### src/rtl/fir_channel_scheduler.sv
// fir_channel_scheduler: round-robin time-sharing of one fir_filter among NUM_CH sample sources,
// with a tag FIFO that routes each filter result back to its channel. Define FIR_SCHED_STATS_EN for grant_cnt.
module fir_channel_scheduler #(
    parameter int NUM_CH    = 4,
    parameter int CH_W      = 2,
    parameter int MIN_GAP   = 4,
    parameter int TAG_DEPTH = 4
) (
    input  logic                 clk,
    input  logic                 rst,
    input  logic [NUM_CH-1:0]    req_valid,
    input  logic [NUM_CH*8-1:0]  req_data,
    output logic [NUM_CH-1:0]    req_ready,
    output logic [7:0]           fir_x_in,
    output logic                 fir_valid_in,
    input  logic [15:0]          fir_y_out,
    input  logic                 fir_valid_out,
    output logic [15:0]          res_data,
    output logic [CH_W-1:0]      res_ch,
    output logic                 res_valid,
    output logic                 busy,
    output logic                 tag_err
`ifdef FIR_SCHED_STATS_EN
    ,
    output logic [NUM_CH*16-1:0] grant_cnt
`endif
);

    localparam int PTR_W = (TAG_DEPTH > 1) ? $clog2(TAG_DEPTH) : 1;
    localparam int CNT_W = $clog2(TAG_DEPTH) + 1;
    localparam int GAP_W = (MIN_GAP > 1) ? $clog2(MIN_GAP) : 1;

    localparam logic [1:0] IDLE  = 2'd0;
    localparam logic [1:0] ISSUE = 2'd1;
    localparam logic [1:0] GAP   = 2'd2;

    logic [1:0]          state_reg, state_next;
    logic [GAP_W-1:0]    gap_cnt_reg, gap_cnt_next;
    logic [CH_W-1:0]     rr_reg, rr_next;
    logic [7:0]          fir_x_in_reg;
    logic                fir_valid_in_reg;
    logic [15:0]         res_data_reg;
    logic [CH_W-1:0]     res_ch_reg;
    logic                res_valid_reg;
    logic                tag_err_reg;

    logic [CH_W-1:0]     tag_mem [TAG_DEPTH];
    logic [PTR_W-1:0]    wr_ptr_reg, rd_ptr_reg;
    logic [CNT_W-1:0]    tag_cnt_reg;
    logic                fifo_full, fifo_empty, push, pop;

    logic [7:0]          sample [NUM_CH];
    logic [2*NUM_CH-1:0] req_dbl;
    logic [NUM_CH-1:0]   req_rot;
    logic                grant_found;
    logic [CH_W:0]       grant_sum;
    logic [CH_W-1:0]     grant_ch;
    logic                issue;

    genvar gi;
    generate
        for (gi = 0; gi < NUM_CH; gi++) begin : g_sample
            assign sample[gi] = req_data[8*gi +: 8];
        end
    endgenerate

    // Rotate requests so bit 0 is the RR pointer's channel; the lowest set bit wins.
    assign req_dbl = {req_valid, req_valid};
    assign req_rot = NUM_CH'(req_dbl >> rr_reg);

    always_comb begin
        grant_found = 1'b0;
        grant_sum   = '0;
        for (int i = NUM_CH - 1; i >= 0; i--) begin
            if (req_rot[i]) begin
                grant_found = 1'b1;
                grant_sum   = {1'b0, rr_reg} + (CH_W+1)'(i);
            end
        end
        if (grant_sum >= (CH_W+1)'(NUM_CH))
            grant_sum = grant_sum - (CH_W+1)'(NUM_CH);
        grant_ch = grant_sum[CH_W-1:0];
    end

    assign issue      = (state_reg == ISSUE) && grant_found;
    assign req_ready  = issue ? (NUM_CH'(1) << grant_ch) : '0;
    assign fifo_full  = (tag_cnt_reg == CNT_W'(TAG_DEPTH));
    assign fifo_empty = (tag_cnt_reg == '0);
    assign push       = issue;
    assign pop        = fir_valid_out && !fifo_empty;

    always_comb begin
        state_next   = state_reg;
        gap_cnt_next = gap_cnt_reg;
        rr_next      = rr_reg;
        case (state_reg)
            IDLE: begin
                if (|req_valid && !fifo_full)
                    state_next = ISSUE;
            end
            ISSUE: begin
                // A request withdrawn between IDLE and ISSUE just returns to IDLE.
                if (issue) begin
                    rr_next = (grant_ch == CH_W'(NUM_CH - 1)) ? '0 : grant_ch + CH_W'(1);
                    if (MIN_GAP == 1) begin
                        state_next = IDLE;
                    end else begin
                        state_next   = GAP;
                        gap_cnt_next = GAP_W'(MIN_GAP - 1);
                    end
                end else begin
                    state_next = IDLE;
                end
            end
            GAP: begin
                gap_cnt_next = gap_cnt_reg - GAP_W'(1);
                if (gap_cnt_reg <= GAP_W'(1))
                    state_next = IDLE;
            end
            default: state_next = IDLE;
        endcase
    end

    always_ff @(posedge clk) begin
        if (rst) begin
            state_reg        <= IDLE;
            gap_cnt_reg      <= '0;
            rr_reg           <= '0;
            fir_x_in_reg     <= '0;
            fir_valid_in_reg <= 1'b0;
            wr_ptr_reg       <= '0;
            rd_ptr_reg       <= '0;
            tag_cnt_reg      <= '0;
            res_data_reg     <= '0;
            res_ch_reg       <= '0;
            res_valid_reg    <= 1'b0;
            tag_err_reg      <= 1'b0;
        end else begin
            state_reg        <= state_next;
            gap_cnt_reg      <= gap_cnt_next;
            rr_reg           <= rr_next;
            fir_valid_in_reg <= issue;
            if (issue)
                fir_x_in_reg <= sample[grant_ch];
            // Power-of-two depth lets the pointers wrap naturally.
            if (push)
                wr_ptr_reg <= wr_ptr_reg + PTR_W'(1);
            if (pop)
                rd_ptr_reg <= rd_ptr_reg + PTR_W'(1);
            case ({push, pop})
                2'b10:   tag_cnt_reg <= tag_cnt_reg + CNT_W'(1);
                2'b01:   tag_cnt_reg <= tag_cnt_reg - CNT_W'(1);
                default: ;
            endcase
            res_valid_reg <= pop;
            if (pop) begin
                res_data_reg <= fir_y_out;
                res_ch_reg   <= tag_mem[rd_ptr_reg];
            end
            if (fir_valid_out && fifo_empty)
                tag_err_reg <= 1'b1;
        end
    end

    always_ff @(posedge clk) begin
        if (push)
            tag_mem[wr_ptr_reg] <= grant_ch;
    end

    assign fir_x_in     = fir_x_in_reg;
    assign fir_valid_in = fir_valid_in_reg;
    assign res_data     = res_data_reg;
    assign res_ch       = res_ch_reg;
    assign res_valid    = res_valid_reg;
    assign tag_err      = tag_err_reg;
    assign busy         = !fifo_empty || (state_reg != IDLE);

`ifdef FIR_SCHED_STATS_EN
    logic [15:0] grant_cnt_reg [NUM_CH];

    generate
        for (gi = 0; gi < NUM_CH; gi++) begin : g_stats
            always_ff @(posedge clk) begin
                if (rst)
                    grant_cnt_reg[gi] <= '0;
                else if (issue && grant_ch == CH_W'(gi) && grant_cnt_reg[gi] != 16'hFFFF)
                    grant_cnt_reg[gi] <= grant_cnt_reg[gi] + 16'd1;
            end
            assign grant_cnt[16*gi +: 16] = grant_cnt_reg[gi];
        end
    endgenerate
`endif

endmodule

### config.mk
export PLATFORM = sky130hd
export DESIGN_NAME = fir_channel_scheduler
export DESIGN_NICKNAME = d
export VERILOG_FILES = /design/src/rtl/fir_channel_scheduler.sv
export SDC_FILE = /design/constraint.sdc
export NUM_CORES = 1
export LEC_CHECK = 0
export CAP_MARGIN = 20
export CELL_PAD_IN_SITES_DETAIL_PLACEMENT = 0
export CELL_PAD_IN_SITES_GLOBAL_PLACEMENT = 1
export CORE_MARGIN = 2
export CORE_UTILIZATION = 35
export DETAILED_ROUTE_END_ITERATION = 16
export PLACE_DENSITY = 0.94
export SLEW_MARGIN = 15
export SYNTH_ARGS = -nofsm -noshare
export SYNTH_HDL_FRONTEND = slang
export SYNTH_SLANG_ARGS = --single-unit
export TNS_END_PERCENT = 50
### constraint.sdc
create_clock -name clk -period 6.7 [get_ports clk]
set_input_delay 1.34 -clock clk [delete_from_list [all_inputs] [get_ports clk]]
set_output_delay 1.34 -clock clk [all_outputs]
set_load 0.01 [all_outputs]
==> qor.yml, run 1 <==
clock_tree:
  cts_resized: 0
  cts_sinks: 50
  cts_root_buf: "clkbuf_8"
  clk_path_buf_depth: 2
  cts_tree: "built"
  cts_buffers: 5
  holdBufCountCts: 0
  cts_setup_buffers: 0
  worstSkewPairLatency_ns: 0.30
  htreeDepth: 2
  clkTransAtPathRegs_ns: 0.09
die:
  die_x_um: 85.3
  io_pins: 89
  fp.dieH_um: 85.3
  die_area_um2: 7270
  initial_core_util: 0.362
  rows: 29
  core_area_um2: 6390
final_layout:
  antenna_cells: 0
  postLayoutCoreUtil: 0.524
  final_area_um2: 3340
  drive_gt1_frac: 0.0557
  final_cells: 400
  largest_reg_flops: 16
  finalNetCount: 388
  area_growth_pct: 44.6
sta:
  fin_crit_ns: 4.98
  tns_ns: 0
  final-setup-viol-count: 0
  fin_ws_ns: 1.72
  slew_headroom: 0.508
  skew_ns: 0.00624
  slew_viol_final: 0
  rsz0062_at_grt: "no"
  tightest_slew_ns: 0.738
  max_freq_mhz: 201
  post-route-period-util: 0.743
  finalHoldViolCount: 0
  fin_hold_ws_ns: 0.455
synth:
  synth_largest_area_cell: "dfxtp_1"
  yosys.area.top_type_share: 0.364
  post-synth-top-count-cell: "nand2_1"
  synthesis.instances: 239
  dominantRegCellSynth: "dfxtp_1"
  synth_area_leaders: "dfxtp_1, edfxtp_1, mux2i_1, nand2_1, a21oi_1"
  ys_async_sr_fraction: 0
  ys_seq_area_frac: 0.468
  synth_area_um2: 2310
  synthesis.nets: 305
  ys_top_cells_by_count: "nand2_1, dfxtp_1, a21oi_1, mux2i_1"
  ys_types: 37
  synth_seq_cells: 50
  synth_edf_count: 8
  yosys_warnings: 0
  syn_area_per_cell_um2: 9.67
route:
  dr.first_iter.drc_count: 38
  ant_nets: 0
  routedWlPerCell_um: 12.5
  dr.pass1.iters: 4
  drc: 0
  avgViaCountPerCell: 4.85
  num_vias: 1939
  routed_wl_mm: 5.00
placed_design:
  gp_congestion: 0.706
  portBuffers: 88
  hpwl_mm: 3.63
  placed_area_um2: 3240
  dp_cells: 392
  dp_slack_ns: 1.70
critical_path:
  crit_type: "primary input to output port"
  critPathMostFrequentCell: "clkdlybuf4s50_1"
  r2r_setup_slack_ns: 3.66
  crit_path_max_fanout: 20
  start_kind: "primary input"
  required_ns: 5.36
  crit_chain: "clkdlybuf4s50_1 > or3b_1 > o221ai_2 > buf_4 > inv_1 > ha_1 > and2_1 > clkdlybuf4s50_1"
  reg2reg_depth: 9
  cp.arrival_ns: 3.64
  rr_startpoint: "tag_cnt_reg[0]$_SDFFE_PP0P_"
  critPathMaxStageDelay_ns: 0.55
  worstSetupEndpointType: "output port"
  crit_start: "req_valid[2]"
  timing.rr.end: "tag_cnt_reg[2]$_SDFFE_PP0P_"
  cp_slowest_cell: "clkdlybuf4s50_1"
global_routing:
  grt_usage: 0.139
  antenna_found_initial: 0
  grt_pass1_vias: 1816
  grt_start_max_net_pins: 44
  grt_pass1_wl_mm: 8.24
  overflow: 0
worst_hold_path:
  min_path_type: "flop to flop"
  min_path_cells: 2
  hp-start: "res_data[12]$_SDFFE_PP0P_"
  hold-path-endpoint: "res_data[12]$_SDFFE_PP0P_"
run:
  maxCapViolations: 0
power:
  leakage_nw: 1.26
  power_density_nw_per_um2: 295
  p_total_uw: 986
  vdd_drop_max_v: 0.000134
outcome:
  status: "complete, no violations"
[cell usage in the layout (no fill, tap or decap), types with 3 or more instances in the layout]
cell	instances
clkdlybuf4s50_1	88
nand2_1	44
dfxtp_1	42
a21oi_1	26
mux2i_1	17
inv_1	11
nor2_1	11
nand3b_1	10
ha_1	10
and2_1	8
edfxtp_1	8
o221ai_1	7
clkbuf_8	5
xor2_1	3
[how the worst max path moves through the flow]
stage	end	slack, ns	depth (start not counted)
6_report	req_ready[3]	1.72	8
2_1_floorplan	req_ready[3]	2.80	7
3_3_place_gp	req_ready[3]	1.76	8
5_1_grt	req_ready[3]	1.58	8
3_5_place_dp	req_ready[3]	1.70	8
4_1_cts	req_ready[3]	1.71	8
[metal layers]
| layer | track usage | vias to the layer above | share of wire |
|---|---|---|---|
| met1 | 0.158 | 872 | 0.43 |
| met4 | 0.0346 | 0 | 0.011 |
| met5 | 0 | - | 0 |
| met3 | 0.0545 | 7 | 0.088 |
| met2 | 0.245 | 72 | 0.47 |
| li1 | - | 988 | - |
[worst max-delay path: cells and delay by family]
| family | cells | cell delay (ns) |
|---|---|---|
| buf+inv | 4 | 1.50 |
| simple gates | 2 | 0.51 |
| fa+ha+maj | 1 | 0.22 |
| compound gates | 1 | 0.07 |
[report_power, final]
group | switching [mW] | leakage [nW] | internal [mW]
clock | 0.104 | 0.0486 | 0.0962
sequential | 0.0404 | 0.417 | 0.369
combinational | 0.181 | 0.798 | 0.195
[cell type report]
type / count / area, µm²
Multi-Input combinational cell: 163 / 1120
Fill cell: 619 / 3040
Sequential cell: 50 / 1080
Clock inverter: 2 / 15.0
Tap cell: 77 / 96.3
Clock buffer: 6 / 93.8
Timing Repair Buffer: 90 / 896
Inverter: 12 / 45.0
[cells by family after synthesis]
family / synth area share
AO/OA/AOI/OAI: 0.115
XOR/XNOR: 0.0189
adder cells (fa/ha/maj): 0.0628
buffers and inverters: 0.0519
flip-flops: 0.468
multiplexers: 0.0931
AND/OR/NAND/NOR: 0.190
No activity file was read; power rests on OpenSTA's default activity.
==> run 2: changes to the inputs <==
--- a/config.mk
+++ b/config.mk
@@ -9,9 +9,9 @@
 export CELL_PAD_IN_SITES_DETAIL_PLACEMENT = 0
 export CELL_PAD_IN_SITES_GLOBAL_PLACEMENT = 1
 export CORE_MARGIN = 2
-export CORE_UTILIZATION = 35
+export CORE_UTILIZATION = 29
 export DETAILED_ROUTE_END_ITERATION = 16
-export PLACE_DENSITY = 0.94
+export PLACE_DENSITY = 0.84
 export SLEW_MARGIN = 15
 export SYNTH_ARGS = -nofsm -noshare
 export SYNTH_HDL_FRONTEND = slang
==> constraint.sdc (replaced) <==
create_clock -name clk -period 4.4 [get_ports clk]
set_input_delay 0.88 -clock clk [delete_from_list [all_inputs] [get_ports clk]]
set_output_delay 0.88 -clock clk [all_outputs]
set_load 0.01 [all_outputs]
==> qor.yml, run 2 (synthesis results as in run 1) <==
outcome:
  status: "complete, no violations"
critical_path:
  start_kind: "primary input"
  cp.arrival_ns: 3.09
  rr_startpoint: "state_reg[0]$_SDFFE_PP0P_"
  crit_type: "primary input to output port"
  crit_start: "req_valid[2]"
  required_ns: 3.52
  crit_path_max_fanout: 7
  worstSetupEndpointType: "output port"
sta:
  fin_crit_ns: 3.97
  slew_viol_final: 0
  final-setup-viol-count: 0
  finalHoldViolCount: 0
  tns_ns: 0
  fin_hold_ws_ns: 0.456
  tightest_slew_ns: 0.674
  post-route-period-util: 0.901
  max_freq_mhz: 252
  skew_ns: 0.00833
  rsz0062_at_grt: "no"
  slew_headroom: 0.547
route:
  routed_wl_mm: 5.05
  num_vias: 1936
  dr.first_iter.drc_count: 43
  drc: 0
  dr.pass1.iters: 4
  routedWlPerCell_um: 11.8
  ant_nets: 0
  avgViaCountPerCell: 4.53
global_routing:
  grt_pass1_vias: 1965
  grt_start_max_net_pins: 26
  antenna_found_initial: 0
  grt_usage: 0.124
  grt_pass1_wl_mm: 8.70
  overflow: 0
die:
  die_area_um2: 8700
  io_pins: 89
  fp.dieH_um: 93.3
  initial_core_util: 0.299
  die_x_um: 93.3
  core_area_um2: 7730
  rows: 32
clock_tree:
  cts_setup_buffers: 0
  cts_buffers: 5
  htreeDepth: 2
  cts_root_buf: "clkbuf_8"
  clk_path_buf_depth: 2
  worstSkewPairLatency_ns: 0.29
  cts_resized: 0
  cts_tree: "built"
  cts_sinks: 50
  clkTransAtPathRegs_ns: 0.09
  holdBufCountCts: 0
final_layout:
  drive_gt1_frac: 0.0585
  finalNetCount: 390
  final_common_cell: "clkdlybuf4s50_1"
  layout_common_cells: "clkdlybuf4s50_1, nand2_1, dfxtp_1"
  antenna_cells: 0
  nFillCells: 758
  largest_reg_flops: 16
  area_growth_pct: 47.0
power:
  leakage_nw: 1.28
  pwr-share-comb: 0.379
  p_total_mw: 1.54
  p_clk_frac: 0.217
  p_sw_uw: 487
  vdd_drop_max_v: 0.000163
  power_density_nw_per_um2: 453
  p_sw_frac: 0.316
  p_seq_frac: 0.404
  internal_power_mw: 1.05
worst_hold_path:
  min_path_type: "flop to flop"
  hp-start: "res_data[14]$_SDFFE_PP0P_"
run:
  maxCapViolations: 0
placed_design:
  portBuffers: 88
  gp_congestion: 0.801
  hpwl_mm: 3.85
run 2: changes by cell type in the layout (fill, tap and decap cells not counted), sizes merged:
| cell | previous run | this run |
|---|---|---|
| clkbuf | 6 | 7 |
| clkinvlp | 2 | 0 |
| bufinv | 0 | 1 |
| buf | 2 | 4 |
run 2: final cells by class:
| type | count | area, µm² | area share |
|---|---|---|---|
| clock inverter | 1 | 30.0 | 0.00884 |
| sequential | 50 | 1080 | 0.318 |
| multi-input combinational | 163 | 1120 | 0.329 |
| clock buffer | 7 | 86.3 | 0.0254 |
| timing repair buffer | 92 | 911 | 0.268 |
| tap | 102 | 128 | 0.0376 |
| inverter | 12 | 45.0 | 0.0133 |
run 2: routing by layer:
metal / vias to the layer above / share of wire / track usage
met5: - / 0 / 0
met4: 0 / 0.0097 / 0.0331
met3: 4 / 0.10 / 0.0435
met2: 79 / 0.48 / 0.224
met1: 863 / 0.41 / 0.138
li1: 990 / - / -
run 2: critical path, cell delays in order:
cell	delay, ns
clkdlybuf4s50_1	0.55
nor2b_1	0.17
a311oi_1	0.08
nor2_1	0.43
inv_1	0.15
ha_1	0.23
and2_1	0.13
clkdlybuf4s50_1	0.47
run 2: per-stage QoR:
| stage | worst slack (ns) | cell area (µm²) | util | instances |
|---|---|---|---|---|
| floorplan | 1.42 | 2310 | - | 239 |
| global placement | 0.521 | 3280 | 0.425 | 419 |
| detailed placement | 0.400 | 3280 | 0.425 | 419 |
| CTS | 0.393 | 3400 | 0.440 | 427 |
| global route | 0.249 | 3400 | 0.440 | 427 |
| finish | 0.435 | 3400 | 0.440 | 427 |
run 2: path summary, 6_finish.rpt:
path / endpoint / slack (ns) / cells after the start
setup / recovery: req_ready[1] / 0.43 / 8
setup reg to reg: tag_cnt_reg[2]$_SDFFE_PP0P_ / 2.16 / 8
hold / removal: res_data[14]$_SDFFE_PP0P_ / 0.46 / 2
hold reg to reg: res_data[14]$_SDFFE_PP0P_ / 0.46 / 2
run 2: power by group through the flow:
stage / Sequential, mW / Combinational (mW) / Clock [mW]
floorplan: 0.652 / 0.321 / 0
global placement: 0.632 / 0.585 / 0
detailed placement: 0.634 / 0.595 / 0
CTS: 0.624 / 0.597 / 0.343
global route: 0.639 / 0.655 / 0.363
finish: 0.623 / 0.584 / 0.334
==> run 3: changes to the inputs <==
--- a/config.mk
+++ b/config.mk
@@ -12,7 +12,6 @@
 export CORE_UTILIZATION = 29
 export DETAILED_ROUTE_END_ITERATION = 16
 export PLACE_DENSITY = 0.84
-export SLEW_MARGIN = 15
 export SYNTH_ARGS = -nofsm -noshare
 export SYNTH_HDL_FRONTEND = slang
 export SYNTH_SLANG_ARGS = --single-unit
==> results of run 3 <==
Final layout, timing and power as in run 2 (identical DEF).
